--- src/rtl/reorder_buffer_if.sv ---
`default_nettype none
// ============================================================================
// Module      : reorder_buffer_if
// Description : Bundles every reorder buffer signal except clk/rst/rdy.
//               The decode, completion-bus, dispatch-lookup and commit
//               groups all travel together.
//               master : the pipeline side (decode / CDB / dispatch / RF)
//               slave  : the reorder buffer itself
// Ports       : alloc_* (ID request + returned tag, rob_full)
//               cdb_*   (completion broadcast)
//               q1_* / q2_* (operand lookups)
//               ROB_*   (register file commit), clear / clear_pc (flush)
// Revision    : 1.0 - initial release
// ============================================================================
interface reorder_buffer_if #(
  parameter int TAG_W = 5
);
  logic             alloc_req;
  logic [4:0]       alloc_reg_dest;
  logic             alloc_is_branch;
  logic             alloc_pred_taken;
  logic [31:0]      alloc_alt_pc;
  logic [TAG_W-1:0] alloc_tag;
  logic             rob_full;

  logic             cdb_valid;
  logic [TAG_W-1:0] cdb_tag;
  logic [31:0]      cdb_data;
  logic             cdb_taken;

  logic [TAG_W-1:0] q1_tag;
  logic [TAG_W-1:0] q2_tag;
  logic             q1_ready;
  logic             q2_ready;
  logic [31:0]      q1_data;
  logic [31:0]      q2_data;

  logic             ROB_data_valid;
  logic [4:0]       ROB_reg_dest;
  logic [TAG_W-1:0] ROB_tag;
  logic [31:0]      ROB_data;
  logic             clear;
  logic [31:0]      clear_pc;

  modport master (
    output alloc_req, alloc_reg_dest, alloc_is_branch, alloc_pred_taken, alloc_alt_pc,
    output cdb_valid, cdb_tag, cdb_data, cdb_taken,
    output q1_tag, q2_tag,
    input  alloc_tag, rob_full, q1_ready, q2_ready, q1_data, q2_data,
    input  ROB_data_valid, ROB_reg_dest, ROB_tag, ROB_data, clear, clear_pc
  );

  modport slave (
    input  alloc_req, alloc_reg_dest, alloc_is_branch, alloc_pred_taken, alloc_alt_pc,
    input  cdb_valid, cdb_tag, cdb_data, cdb_taken,
    input  q1_tag, q2_tag,
    output alloc_tag, rob_full, q1_ready, q2_ready, q1_data, q2_data,
    output ROB_data_valid, ROB_reg_dest, ROB_tag, ROB_data, clear, clear_pc
  );
endinterface
`default_nettype wire

--- src/rtl/reorder_buffer.sv ---
`default_nettype none
// ============================================================================
// Module      : reorder_buffer
// Description : Circular in-order retirement buffer. Hands out rename tags
//               (entry index + 1, 0 = no producer), captures CDB results by
//               tag, retires one entry per cycle to the register file and
//               raises a one-cycle flush with redirect PC when a retiring
//               branch turns out mispredicted.
// Ports       : clk  - rising-edge clock
//               rst  - asynchronous active-low reset
//               rdy  - global enable, all state holds while low
//               bus  - reorder_buffer_if.slave (alloc / CDB / query / commit)
// Revision    : 1.0 - initial release
// ============================================================================
module reorder_buffer #(
  parameter int ROB_SIZE = 16,
  parameter int IDX_W    = 4,
  parameter int TAG_W    = 5
) (
  input  wire logic         clk,
  input  wire logic         rst,
  input  wire logic         rdy,
  reorder_buffer_if.slave   bus
);

  typedef struct packed {
    logic        busy;
    logic        ready;
    logic [4:0]  reg_dest;
    logic        is_branch;
    logic        pred_taken;
    logic [31:0] alt_pc;
    logic [31:0] data;
    logic        taken;
  } entry_t;

  entry_t           rob_q [ROB_SIZE];
  entry_t           rob_d [ROB_SIZE];
  logic [IDX_W-1:0] head_q, head_d;
  logic [IDX_W-1:0] tail_q, tail_d;
  logic [IDX_W:0]   count_q, count_d;

  logic             rob_valid_q, rob_valid_d;
  logic [4:0]       rob_dest_q, rob_dest_d;
  logic [TAG_W-1:0] rob_tag_q, rob_tag_d;
  logic [31:0]      rob_data_q, rob_data_d;
  logic             clear_q, clear_d;
  logic [31:0]      clear_pc_q, clear_pc_d;

  logic             do_commit;
  logic             do_alloc;
  logic             cdb_hit;
  logic             mispredict;
  logic             full;

  // Tags outside 1..ROB_SIZE never name an entry.
  function automatic logic tag_ok(input logic [TAG_W-1:0] t);
    tag_ok = (int'(t) >= 1) && (int'(t) <= ROB_SIZE);
  endfunction

  function automatic logic [IDX_W-1:0] tag_idx(input logic [TAG_W-1:0] t);
    logic [TAG_W-1:0] m;
    m       = t - TAG_W'(1);
    tag_idx = m[IDX_W-1:0];
  endfunction

  assign full          = (count_q == (IDX_W+1)'(ROB_SIZE));
  assign bus.rob_full  = full;
  assign bus.alloc_tag = TAG_W'(tail_q) + TAG_W'(1);

  assign bus.ROB_data_valid = rob_valid_q;
  assign bus.ROB_reg_dest   = rob_dest_q;
  assign bus.ROB_tag        = rob_tag_q;
  assign bus.ROB_data       = rob_data_q;
  assign bus.clear          = clear_q;
  assign bus.clear_pc       = clear_pc_q;

  // Next-state: everything holds unless rdy; a pending clear swallows the
  // whole cycle; a mispredicted commit wipes the buffer and discards the
  // same-edge alloc and CDB.
  always_comb begin
    rob_d       = rob_q;
    head_d      = head_q;
    tail_d      = tail_q;
    count_d     = count_q;
    rob_valid_d = rob_valid_q;
    rob_dest_d  = rob_dest_q;
    rob_tag_d   = rob_tag_q;
    rob_data_d  = rob_data_q;
    clear_d     = clear_q;
    clear_pc_d  = clear_pc_q;
    do_commit   = 1'b0;
    do_alloc    = 1'b0;
    cdb_hit     = 1'b0;
    mispredict  = 1'b0;

    if (rdy) begin
      if (clear_q) begin
        clear_d     = 1'b0;
        rob_valid_d = 1'b0;
      end else begin
        do_commit  = (count_q != '0) && rob_q[head_q].ready;
        mispredict = do_commit && rob_q[head_q].is_branch &&
                     (rob_q[head_q].taken != rob_q[head_q].pred_taken);
        do_alloc   = bus.alloc_req && !full;
        cdb_hit    = bus.cdb_valid && tag_ok(bus.cdb_tag) &&
                     rob_q[tag_idx(bus.cdb_tag)].busy;

        rob_valid_d = do_commit && (rob_q[head_q].reg_dest != 5'd0);
        if (do_commit) begin
          rob_dest_d          = rob_q[head_q].reg_dest;
          rob_tag_d           = TAG_W'(head_q) + TAG_W'(1);
          rob_data_d          = rob_q[head_q].data;
          rob_d[head_q].busy  = 1'b0;
          head_d              = head_q + IDX_W'(1);
        end

        clear_d = mispredict;
        if (mispredict) begin
          clear_pc_d = rob_q[head_q].alt_pc;
          head_d     = '0;
          tail_d     = '0;
          count_d    = '0;
          for (int i = 0; i < ROB_SIZE; i++) begin
            rob_d[i].busy = 1'b0;
          end
        end else begin
          if (cdb_hit) begin
            rob_d[tag_idx(bus.cdb_tag)].ready = 1'b1;
            rob_d[tag_idx(bus.cdb_tag)].data  = bus.cdb_data;
            rob_d[tag_idx(bus.cdb_tag)].taken = bus.cdb_taken;
          end
          // The tail slot is never busy when not full, so it cannot collide
          // with the CDB write above.
          if (do_alloc) begin
            rob_d[tail_q].busy       = 1'b1;
            rob_d[tail_q].ready      = 1'b0;
            rob_d[tail_q].reg_dest   = bus.alloc_reg_dest;
            rob_d[tail_q].is_branch  = bus.alloc_is_branch;
            rob_d[tail_q].pred_taken = bus.alloc_pred_taken;
            rob_d[tail_q].alt_pc     = bus.alloc_alt_pc;
            tail_d                   = tail_q + IDX_W'(1);
          end
          count_d = count_q + {{IDX_W{1'b0}}, do_alloc} - {{IDX_W{1'b0}}, do_commit};
        end
      end
    end
  end

  // Operand lookups: a same-cycle CDB broadcast bypasses the stored value.
  always_comb begin
    bus.q1_ready = 1'b0;
    bus.q1_data  = '0;
    if (tag_ok(bus.q1_tag) && rob_q[tag_idx(bus.q1_tag)].busy) begin
      if (bus.cdb_valid && (bus.cdb_tag == bus.q1_tag)) begin
        bus.q1_ready = 1'b1;
        bus.q1_data  = bus.cdb_data;
      end else begin
        bus.q1_ready = rob_q[tag_idx(bus.q1_tag)].ready;
        bus.q1_data  = rob_q[tag_idx(bus.q1_tag)].data;
      end
    end
  end

  always_comb begin
    bus.q2_ready = 1'b0;
    bus.q2_data  = '0;
    if (tag_ok(bus.q2_tag) && rob_q[tag_idx(bus.q2_tag)].busy) begin
      if (bus.cdb_valid && (bus.cdb_tag == bus.q2_tag)) begin
        bus.q2_ready = 1'b1;
        bus.q2_data  = bus.cdb_data;
      end else begin
        bus.q2_ready = rob_q[tag_idx(bus.q2_tag)].ready;
        bus.q2_data  = rob_q[tag_idx(bus.q2_tag)].data;
      end
    end
  end

  always_ff @(posedge clk or negedge rst) begin
    if (!rst) begin
      for (int i = 0; i < ROB_SIZE; i++) begin
        rob_q[i] <= '0;
      end
      head_q      <= '0;
      tail_q      <= '0;
      count_q     <= '0;
      rob_valid_q <= 1'b0;
      rob_dest_q  <= '0;
      rob_tag_q   <= '0;
      rob_data_q  <= '0;
      clear_q     <= 1'b0;
      clear_pc_q  <= '0;
    end else begin
      for (int i = 0; i < ROB_SIZE; i++) begin
        rob_q[i] <= rob_d[i];
      end
      head_q      <= head_d;
      tail_q      <= tail_d;
      count_q     <= count_d;
      rob_valid_q <= rob_valid_d;
      rob_dest_q  <= rob_dest_d;
      rob_tag_q   <= rob_tag_d;
      rob_data_q  <= rob_data_d;
      clear_q     <= clear_d;
      clear_pc_q  <= clear_pc_d;
    end
  end

endmodule
`default_nettype wire

--- src/flat_wrapper.sv ---
// flat-port wrapper written by rule: the top's interface ports become plain ports
module reorder_buffer_flat 
#(
  parameter int ROB_SIZE = 16,
  parameter int IDX_W    = 4,
  parameter int TAG_W    = 5
)
  (clk, rst, rdy, bus_alloc_req, bus_alloc_reg_dest, bus_alloc_is_branch, bus_alloc_pred_taken, bus_alloc_alt_pc, bus_cdb_valid, bus_cdb_tag, bus_cdb_data, bus_cdb_taken, bus_q1_tag, bus_q2_tag, bus_alloc_tag, bus_rob_full, bus_q1_ready, bus_q2_ready, bus_q1_data, bus_q2_data, bus_ROB_data_valid, bus_ROB_reg_dest, bus_ROB_tag, bus_ROB_data, bus_clear, bus_clear_pc);
  reorder_buffer_if #(.TAG_W(TAG_W)) bus_i ();
  input  wire logic clk;
  input  wire logic rst;
  input  wire logic rdy;
  input wire logic [$bits(bus_i.alloc_req)-1:0] bus_alloc_req;
  input wire logic [$bits(bus_i.alloc_reg_dest)-1:0] bus_alloc_reg_dest;
  input wire logic [$bits(bus_i.alloc_is_branch)-1:0] bus_alloc_is_branch;
  input wire logic [$bits(bus_i.alloc_pred_taken)-1:0] bus_alloc_pred_taken;
  input wire logic [$bits(bus_i.alloc_alt_pc)-1:0] bus_alloc_alt_pc;
  input wire logic [$bits(bus_i.cdb_valid)-1:0] bus_cdb_valid;
  input wire logic [$bits(bus_i.cdb_tag)-1:0] bus_cdb_tag;
  input wire logic [$bits(bus_i.cdb_data)-1:0] bus_cdb_data;
  input wire logic [$bits(bus_i.cdb_taken)-1:0] bus_cdb_taken;
  input wire logic [$bits(bus_i.q1_tag)-1:0] bus_q1_tag;
  input wire logic [$bits(bus_i.q2_tag)-1:0] bus_q2_tag;
  output wire logic [$bits(bus_i.alloc_tag)-1:0] bus_alloc_tag;
  output wire logic [$bits(bus_i.rob_full)-1:0] bus_rob_full;
  output wire logic [$bits(bus_i.q1_ready)-1:0] bus_q1_ready;
  output wire logic [$bits(bus_i.q2_ready)-1:0] bus_q2_ready;
  output wire logic [$bits(bus_i.q1_data)-1:0] bus_q1_data;
  output wire logic [$bits(bus_i.q2_data)-1:0] bus_q2_data;
  output wire logic [$bits(bus_i.ROB_data_valid)-1:0] bus_ROB_data_valid;
  output wire logic [$bits(bus_i.ROB_reg_dest)-1:0] bus_ROB_reg_dest;
  output wire logic [$bits(bus_i.ROB_tag)-1:0] bus_ROB_tag;
  output wire logic [$bits(bus_i.ROB_data)-1:0] bus_ROB_data;
  output wire logic [$bits(bus_i.clear)-1:0] bus_clear;
  output wire logic [$bits(bus_i.clear_pc)-1:0] bus_clear_pc;
  assign bus_i.alloc_req = bus_alloc_req;
  assign bus_i.alloc_reg_dest = bus_alloc_reg_dest;
  assign bus_i.alloc_is_branch = bus_alloc_is_branch;
  assign bus_i.alloc_pred_taken = bus_alloc_pred_taken;
  assign bus_i.alloc_alt_pc = bus_alloc_alt_pc;
  assign bus_i.cdb_valid = bus_cdb_valid;
  assign bus_i.cdb_tag = bus_cdb_tag;
  assign bus_i.cdb_data = bus_cdb_data;
  assign bus_i.cdb_taken = bus_cdb_taken;
  assign bus_i.q1_tag = bus_q1_tag;
  assign bus_i.q2_tag = bus_q2_tag;
  assign bus_alloc_tag = bus_i.alloc_tag;
  assign bus_rob_full = bus_i.rob_full;
  assign bus_q1_ready = bus_i.q1_ready;
  assign bus_q2_ready = bus_i.q2_ready;
  assign bus_q1_data = bus_i.q1_data;
  assign bus_q2_data = bus_i.q2_data;
  assign bus_ROB_data_valid = bus_i.ROB_data_valid;
  assign bus_ROB_reg_dest = bus_i.ROB_reg_dest;
  assign bus_ROB_tag = bus_i.ROB_tag;
  assign bus_ROB_data = bus_i.ROB_data;
  assign bus_clear = bus_i.clear;
  assign bus_clear_pc = bus_i.clear_pc;
  reorder_buffer #(.ROB_SIZE(ROB_SIZE), .IDX_W(IDX_W), .TAG_W(TAG_W)) u_core (.clk(clk), .rst(rst), .rdy(rdy), .bus(bus_i));
endmodule
--- config.mk ---
export PLATFORM = sky130hd
export DESIGN_NAME = reorder_buffer_flat
export DESIGN_NICKNAME = d
export VERILOG_FILES = /design/src/rtl/reorder_buffer_if.sv /design/src/rtl/reorder_buffer.sv /design/src/flat_wrapper.sv
export SDC_FILE = /design/constraint.sdc
export NUM_CORES = 2
export LEC_CHECK = 0
export BUFFER_PORTS_ARGS = -buffer_cell sky130_fd_sc_hd__buf_4
export CAP_MARGIN = 20
export CORE_UTILIZATION = 50
export CTS_BUF_LIST = sky130_fd_sc_hd__clkbuf_8
export DETAILED_ROUTE_END_ITERATION = 16
export HOLD_SLACK_MARGIN = 0.03
export MAX_ROUTING_LAYER = met4
export PLACE_DENSITY_LB_ADDON = 0.1
export SLEW_MARGIN = 10
export SYNTH_ARGS = -nofsm -noshare
export SYNTH_HDL_FRONTEND = slang
export SYNTH_SLANG_ARGS = --single-unit
export TNS_END_PERCENT = 10
--- constraint.sdc ---
create_clock -name clk -period 20.2 [get_ports clk]
set_input_delay 5.05 -clock clk [delete_from_list [all_inputs] [get_ports clk]]
set_output_delay 5.05 -clock clk [all_outputs]
set_load 0.01 [all_outputs]
Word level (Yosys, flattened, before mapping)
Index checks and enable logic that the tools add are counted.
{ "word_totals": {"inputBits": 92, "register_bits": 1273, "output_inout_bits": 148} }
{ "op_classes": {"n_reduce_logical": 27, "bitwise": 6, "n_eq_ne": 4, "addsub": 9, "order_cmp": 14, "n_mux": 97} }
{ "ops": {"columns": ["operator", "count"], "rows": [
  ["$bwmux 1184", 10],
  ["$mux 1184", 8],
  ["$demux 74 s4", 10],
  ["$mux 73", 20],
  ["$bmux 74 s4", 4],
  ["$mux 74", 8],
  ["$mux 32", 4],
  ["$mux 72", 1],
  ["$mux 67", 1],
  ["$mux 66", 1],
  ["$mux 65", 1],
  ["$mux 33", 1],
  ["$ge 5x5->1 const B", 5],
  ["$not 4->5", 5],
  ["$mux 1", 23],
  ["$logic_and 1x1->1", 17],
  ["$mux 4", 4],
  ["$ge 5x1->1 const B", 3],
  ["$le 5x5->1 const B", 3],
  ["$lt 5x1->1 const B", 3],
  ["$reduce_and 3->1", 4],
  ["$sub 4x1->4 const B", 3],
  ["$add 4x1->5 const B", 2],
  ["$eq 5x5->1", 2],
  ["other kinds (11)", 14]
]} }

Logic depth before layout (Yosys ltp)
{ "depth": {"depth_word": 24, "depth_mapped": 17} }

Worst setup path after synthesis
OpenSTA, ideal clock, no wires.
{ "synth_timing": {"kind": "in2out", "startpoint": "input bus_q1_tag[0]", "endpoint": "output bus_q1_data[10]", "setup_slack_ns": 6.812, "required_ns": 15.150, "stages": 13, "arrival_time_ns": 8.338, "cell_sequence": "clkbuf_1 buf_2 buf_2 buf_2 inv_1 ha_1 clkbuf_1 clkbuf_1 clkbuf_1 mux4_2 mux4_2 mux2i_1 nor2_1"} }
{ "synth_between": {"elab_chain_len": 7} }
{ "synth_rtl": {"columns": ["element", "line_no", "source"], "rows": [
  ["start: declaration", "flat_wrapper.sv:22", "input wire logic [$bits(bus_i.q1_tag)-1:0] bus_q1_tag;"],
  ["$sub 4x1->4", "reorder_buffer.sv:63", "m = t - TAG_W'(1);"],
  ["$not 4->5 (not written as such)", "reorder_buffer.sv:154, reorder_buffer.sv:160", null],
  ["$bmux 74 s4", "reorder_buffer.sv:154, reorder_buffer.sv:160", null],
  ["$mux 74 (not written as such) (2 in series)", "reorder_buffer.sv:154", "if (tag_ok(bus.q1_tag) && rob_q[tag_idx(bus.q1_tag)].busy) begin"],
  ["$mux 32 or $logic_and 1x1->1 (tied branches)", "reorder_buffer.sv:155, reorder_buffer.sv:154", null],
  ["$mux 32 *", "reorder_buffer.sv:154", null],
  ["end: declaration", "flat_wrapper.sv:28", "output wire logic [$bits(bus_i.q1_data)-1:0] bus_q1_data;"]
]} }
Every way passes the cells marked *; elsewhere a longest branch is shown, timed or not. The select of a mux whose other input is x is not followed.

Final worst setup path
{ "layout_timing": {"startpoint": "input bus_q2_tag[0]", "endpoint": "output bus_q2_data[1]"} }
{ "layout_between": {"elab_chain_len": 7} }
{ "layout_rtl": {"columns": ["element", "line_no", "source"], "rows": [
  ["start: declaration", "flat_wrapper.sv:23", "input wire logic [$bits(bus_i.q2_tag)-1:0] bus_q2_tag;"],
  ["$sub 4x1->4", "reorder_buffer.sv:63", null],
  ["$not 4->5 (not written as such)", "reorder_buffer.sv:168, reorder_buffer.sv:174", null],
  ["$bmux 74 s4", "reorder_buffer.sv:168, reorder_buffer.sv:174", null],
  ["$mux 74 (not written as such) (2 in series)", "reorder_buffer.sv:168", "if (tag_ok(bus.q2_tag) && rob_q[tag_idx(bus.q2_tag)].busy) begin"],
  ["$mux 32 or $logic_and 1x1->1 (tied branches)", "reorder_buffer.sv:169, reorder_buffer.sv:168", null],
  ["$mux 32 *", "reorder_buffer.sv:168", null],
  ["end: declaration", "flat_wrapper.sv:29", "output wire logic [$bits(bus_i.q2_data)-1:0] bus_q2_data;"]
]} }
Marks and branches as above.

==> impl_metrics.env <==
export IMPL_outcome="complete, no violations"
export IMPL_cts_setup_buffers=0
export IMPL_fin_crit_ns=14.32
export IMPL_swShare=0.314
export IMPL_die_area_mm2=0.135
export IMPL_crit_path_frequent_cell="buf_4"
export IMPL_chipWidth_um=368
export IMPL_multi_input_area_mm2=0.0333
export IMPL_syn_area_per_cell_um2=16.4
export IMPL_synthToLayoutAreaGrowth_pct=11.6
export IMPL_clk_insertion_delay_late_ns=0.96
export IMPL_cpPeakStageDelay_ns=0.76
export IMPL_synthSimpleGateAreaFrac=0.0140
export IMPL_synth_edf_count=0
export IMPL_cts_sinks=1273
export IMPL_crit_chain="buf_8, inv_1, ha_4, buf_4, mux4_2, mux4_2, o311ai_4, buf_4, nor2_1, buf_4"
export IMPL_layout_drive_gt1_share=0.595
export IMPL_worst_slack_ns=5.88
export IMPL_worstHoldStart="u_core.rob_q[66]"
export IMPL_stdcell_area_mm2=0.0747
export IMPL_first_pass_iters=5
export IMPL_clockBufferDepth=3
export IMPL_drv_slew=0
export IMPL_rsz0062_at_grt="no"
export IMPL_cts_resized=0
export IMPL_io_pins=240
export IMPL_dp_hpwl_um=102000
export IMPL_cp_required_ns=15.15
export IMPL_cts_root_buffer="clkbuf_8"
export IMPL_port_buffer_count=239
export IMPL_place_congestion=0.818
export IMPL_worstReg2RegEnd="u_core.rob_q[159]"
export IMPL_grt_pass1_vias=41200
export IMPL_yosysSeqAreaShare=0.476
export IMPL_cp_max_fo=59
export IMPL_p_int_mw=6.35
export IMPL_grt_start_max_net_pins=167
export IMPL_ys_top_cells_by_area="dfrtp_1 48%, mux4_2 24%, mux2_2 19%, mux2_4 1.2%, buf_2 0.99%"
export IMPL_synth_top_family_by_area="multiplexers"
export IMPL_max_clock_freq_mhz=69.9
export IMPL_hold_path_class="reg -> reg"
export IMPL_start_kind="input pin"
export IMPL_dieHeight_um=368
export IMPL_fillers=10600
export IMPL_fin_cells=6167
export IMPL_synth_mux_area_frac=0.454
export IMPL_cts_buffers=217
export IMPL_wl_per_cell_um=29.6
export IMPL_yosysTopAreaCell="dfrtp_1"
export IMPL_grt_ovfl_total=0
export IMPL_post_synth_top_count_cell="dfrtp_1"
export IMPL_maxCapViolations=0
export IMPL_ff_latch_area_mm2=0.0319
export IMPL_antenna_found_initial=10
export IMPL_placed_cell_area_mm2=0.0701
export IMPL_dp_cells=5753
export IMPL_critical_path_class="in -> out"
export IMPL_synth_cells=4096
export IMPL_ctsHoldBuffers=0
export IMPL_max_slew_margin=0.231
export IMPL_final_util=0.566
export IMPL_syn_num_nets=4213
export IMPL_comb_power_share=0.322
export IMPL_worst_slew_pin_slew_ns=1.15
export IMPL_ant_nets=0
export IMPL_yosys_register_bits=1273
export IMPL_net_switching_power_mw=2.91
export IMPL_final_nets=4336
export IMPL_p_per_area_mw_per_mm2=124
export IMPL_start_util=0.507
export IMPL_skew_ns=0.0475
export IMPL_cts_htree_levels=4
export IMPL_grt_first_pass_wirelength_um=279000
export IMPL_crit_slowest_cell="buf_4"
export IMPL_r2r_start="u_core.head_q[1]"
export IMPL_setup_tns_ns=0
export IMPL_synth_compound_area_frac=0.0154
export IMPL_hold_viol_final=0
export IMPL_r2r_slack_ns=14.41
export IMPL_hold_depth=1
export IMPL_drc_errors=0
export IMPL_ys_async_sr_fraction=1.00
export IMPL_synth_common_cells="1273 x dfrtp_1, 1152 x mux2_2, 703 x mux4_2"
export IMPL_cts_tree="done"
export IMPL_hold_ws_ns=0.485
export IMPL_ir_worst_vdd_mv=0.124
export IMPL_ys_flop_type="dfrtp_1"
export IMPL_synthAdderAreaFrac=0.00478
export IMPL_coreArea_mm2=0.132
export IMPL_pre_cts_ws_ns=5.87
export IMPL_ys_warn_count=0
export IMPL_cts_clk_slew_worst_paths_ns=0.06
export IMPL_vias=39500
export IMPL_cp_arrival_ns=9.27
export IMPL_grt_use_total=0.285
export IMPL_yosysTopAreaCellShare=0.476
export IMPL_drt_total_wl_um=183000
export IMPL_fin_crit_sh=0.709
export IMPL_p_seq_frac=0.418
export IMPL_hold_end="u_core.rob_q[66]"
export IMPL_synth_xor_area_share=0.00316
export IMPL_p_clk_frac=0.260
export IMPL_rr_worst_depth=9
export IMPL_power_leakage_nw=33.5
export IMPL_power_mw=9.26
export IMPL_viasPerCell=6.40
export IMPL_row_count=133
export IMPL_yosysUniqueCellTypes=65
export IMPL_synth_area_mm2=0.0670
export IMPL_drt_first_iter_violations=3146
export IMPL_cp_end_kind="output pin"
export IMPL_setup_viol=0
==> cell families after synthesis <==
| group | count (synthesis) |
|---|---|
| AOI/OAI and AO/OA | 131 |
| xor gates and xnor gates | 22 |
| adders and majority gates | 25 |
| buffers and inverters | 458 |
| DFF | 1273 |
| muxes | 1988 |
| and+or+nand+nor | 199 |
==> per-layer routing <==
metal / vias to the layer above / global-route usage / part of all wire
met5: - / - / 0
met4: 0 / 0.0808 / 0.025
met3: 315 / 0.0537 / 0.063
met2: 1234 / 0.436 / 0.49
met1: 21700 / 0.391 / 0.43
li1: 16200 / - / -
==> worst max-delay path: cells and delay by family <==
family | cells | cell delay, ns
compound gates | 1 | 0.27
simple gates | 1 | 0.12
fa+ha+maj | 1 | 0.57
mux | 2 | 0.93
buf+inv | 5 | 2.19
==> state kept, by name, summed over array words and instances, names as in the netlist <==
name	flops
u_core.head_q	4
u_core.count_q	5
u_core.bus.ROB_data	32
u_core.bus.clear	1
u_core.rob_q	1184
u_core.bus.ROB_data_valid	1
u_core.tail_q	4
u_core.bus.ROB_tag	5
u_core.bus.ROB_reg_dest	5
u_core.bus.clear_pc	32
==> cell usage in the layout (no fill, tap or decap), types with 7 or more instances in the layout <==
| cell | count |
|---|---|
| dfrtp_1 | 1269 |
| mux2_2 | 1152 |
| mux4_2 | 703 |
| buf_4 | 306 |
| clkbuf_8 | 290 |
| inv_1 | 112 |
| nor2_1 | 83 |
| mux2i_1 | 65 |
| mux2_4 | 55 |
| nand2_1 | 41 |
| o21ai_0 | 25 |
| ha_1 | 22 |
| nand3_1 | 21 |
| clkinv_2 | 20 |
| a21oi_1 | 18 |
| o21bai_1 | 18 |
| diode_2 | 17 |
| a21oi_4 | 15 |
| mux2_1 | 13 |
| xor2_1 | 11 |
| o21ai_4 | 10 |
| nand2b_1 | 7 |
| o2111ai_4 | 7 |
| buf_12 | 7 |
==> power groups by stage <==
stage	Clock (mW)	Sequential, mW	Combinational (mW)
floorplan	0	3.68	2.31
global placement	0	3.87	2.96
detailed placement	0	3.90	3.00
CTS	2.47	3.86	3.01
global route	2.58	3.97	3.20
finish	2.40	3.87	2.98
==> worst max-delay path by stage <==
stage	start	to	slack (ns)	cells past startpoint
global route	bus_q2_tag[0]	bus_q2_data[6]	5.66	10
floorplan	bus_q1_tag[0]	bus_q1_data[10]	6.81	13
finish	bus_q2_tag[0]	bus_q2_data[1]	5.88	10
CTS	bus_q2_tag[0]	bus_q2_data[1]	5.85	10
global placement	bus_q1_tag[0]	bus_q1_data[9]	5.66	10
detailed placement	bus_q2_tag[0]	bus_q2_data[1]	5.87	10
==> cell type report <==
type | count | share of cell area
timing repair buffer | 320 | 0.0349
clock buffer | 290 | 0.0534
multi-input combinational | 2365 | 0.445
clock inverter | 105 | 0.00785
antenna | 17 | 0.000569
sequential | 1273 | 0.426
tap | 1755 | 0.0294
inverter | 42 | 0.00211
Power figures use the tool's default switching activity.
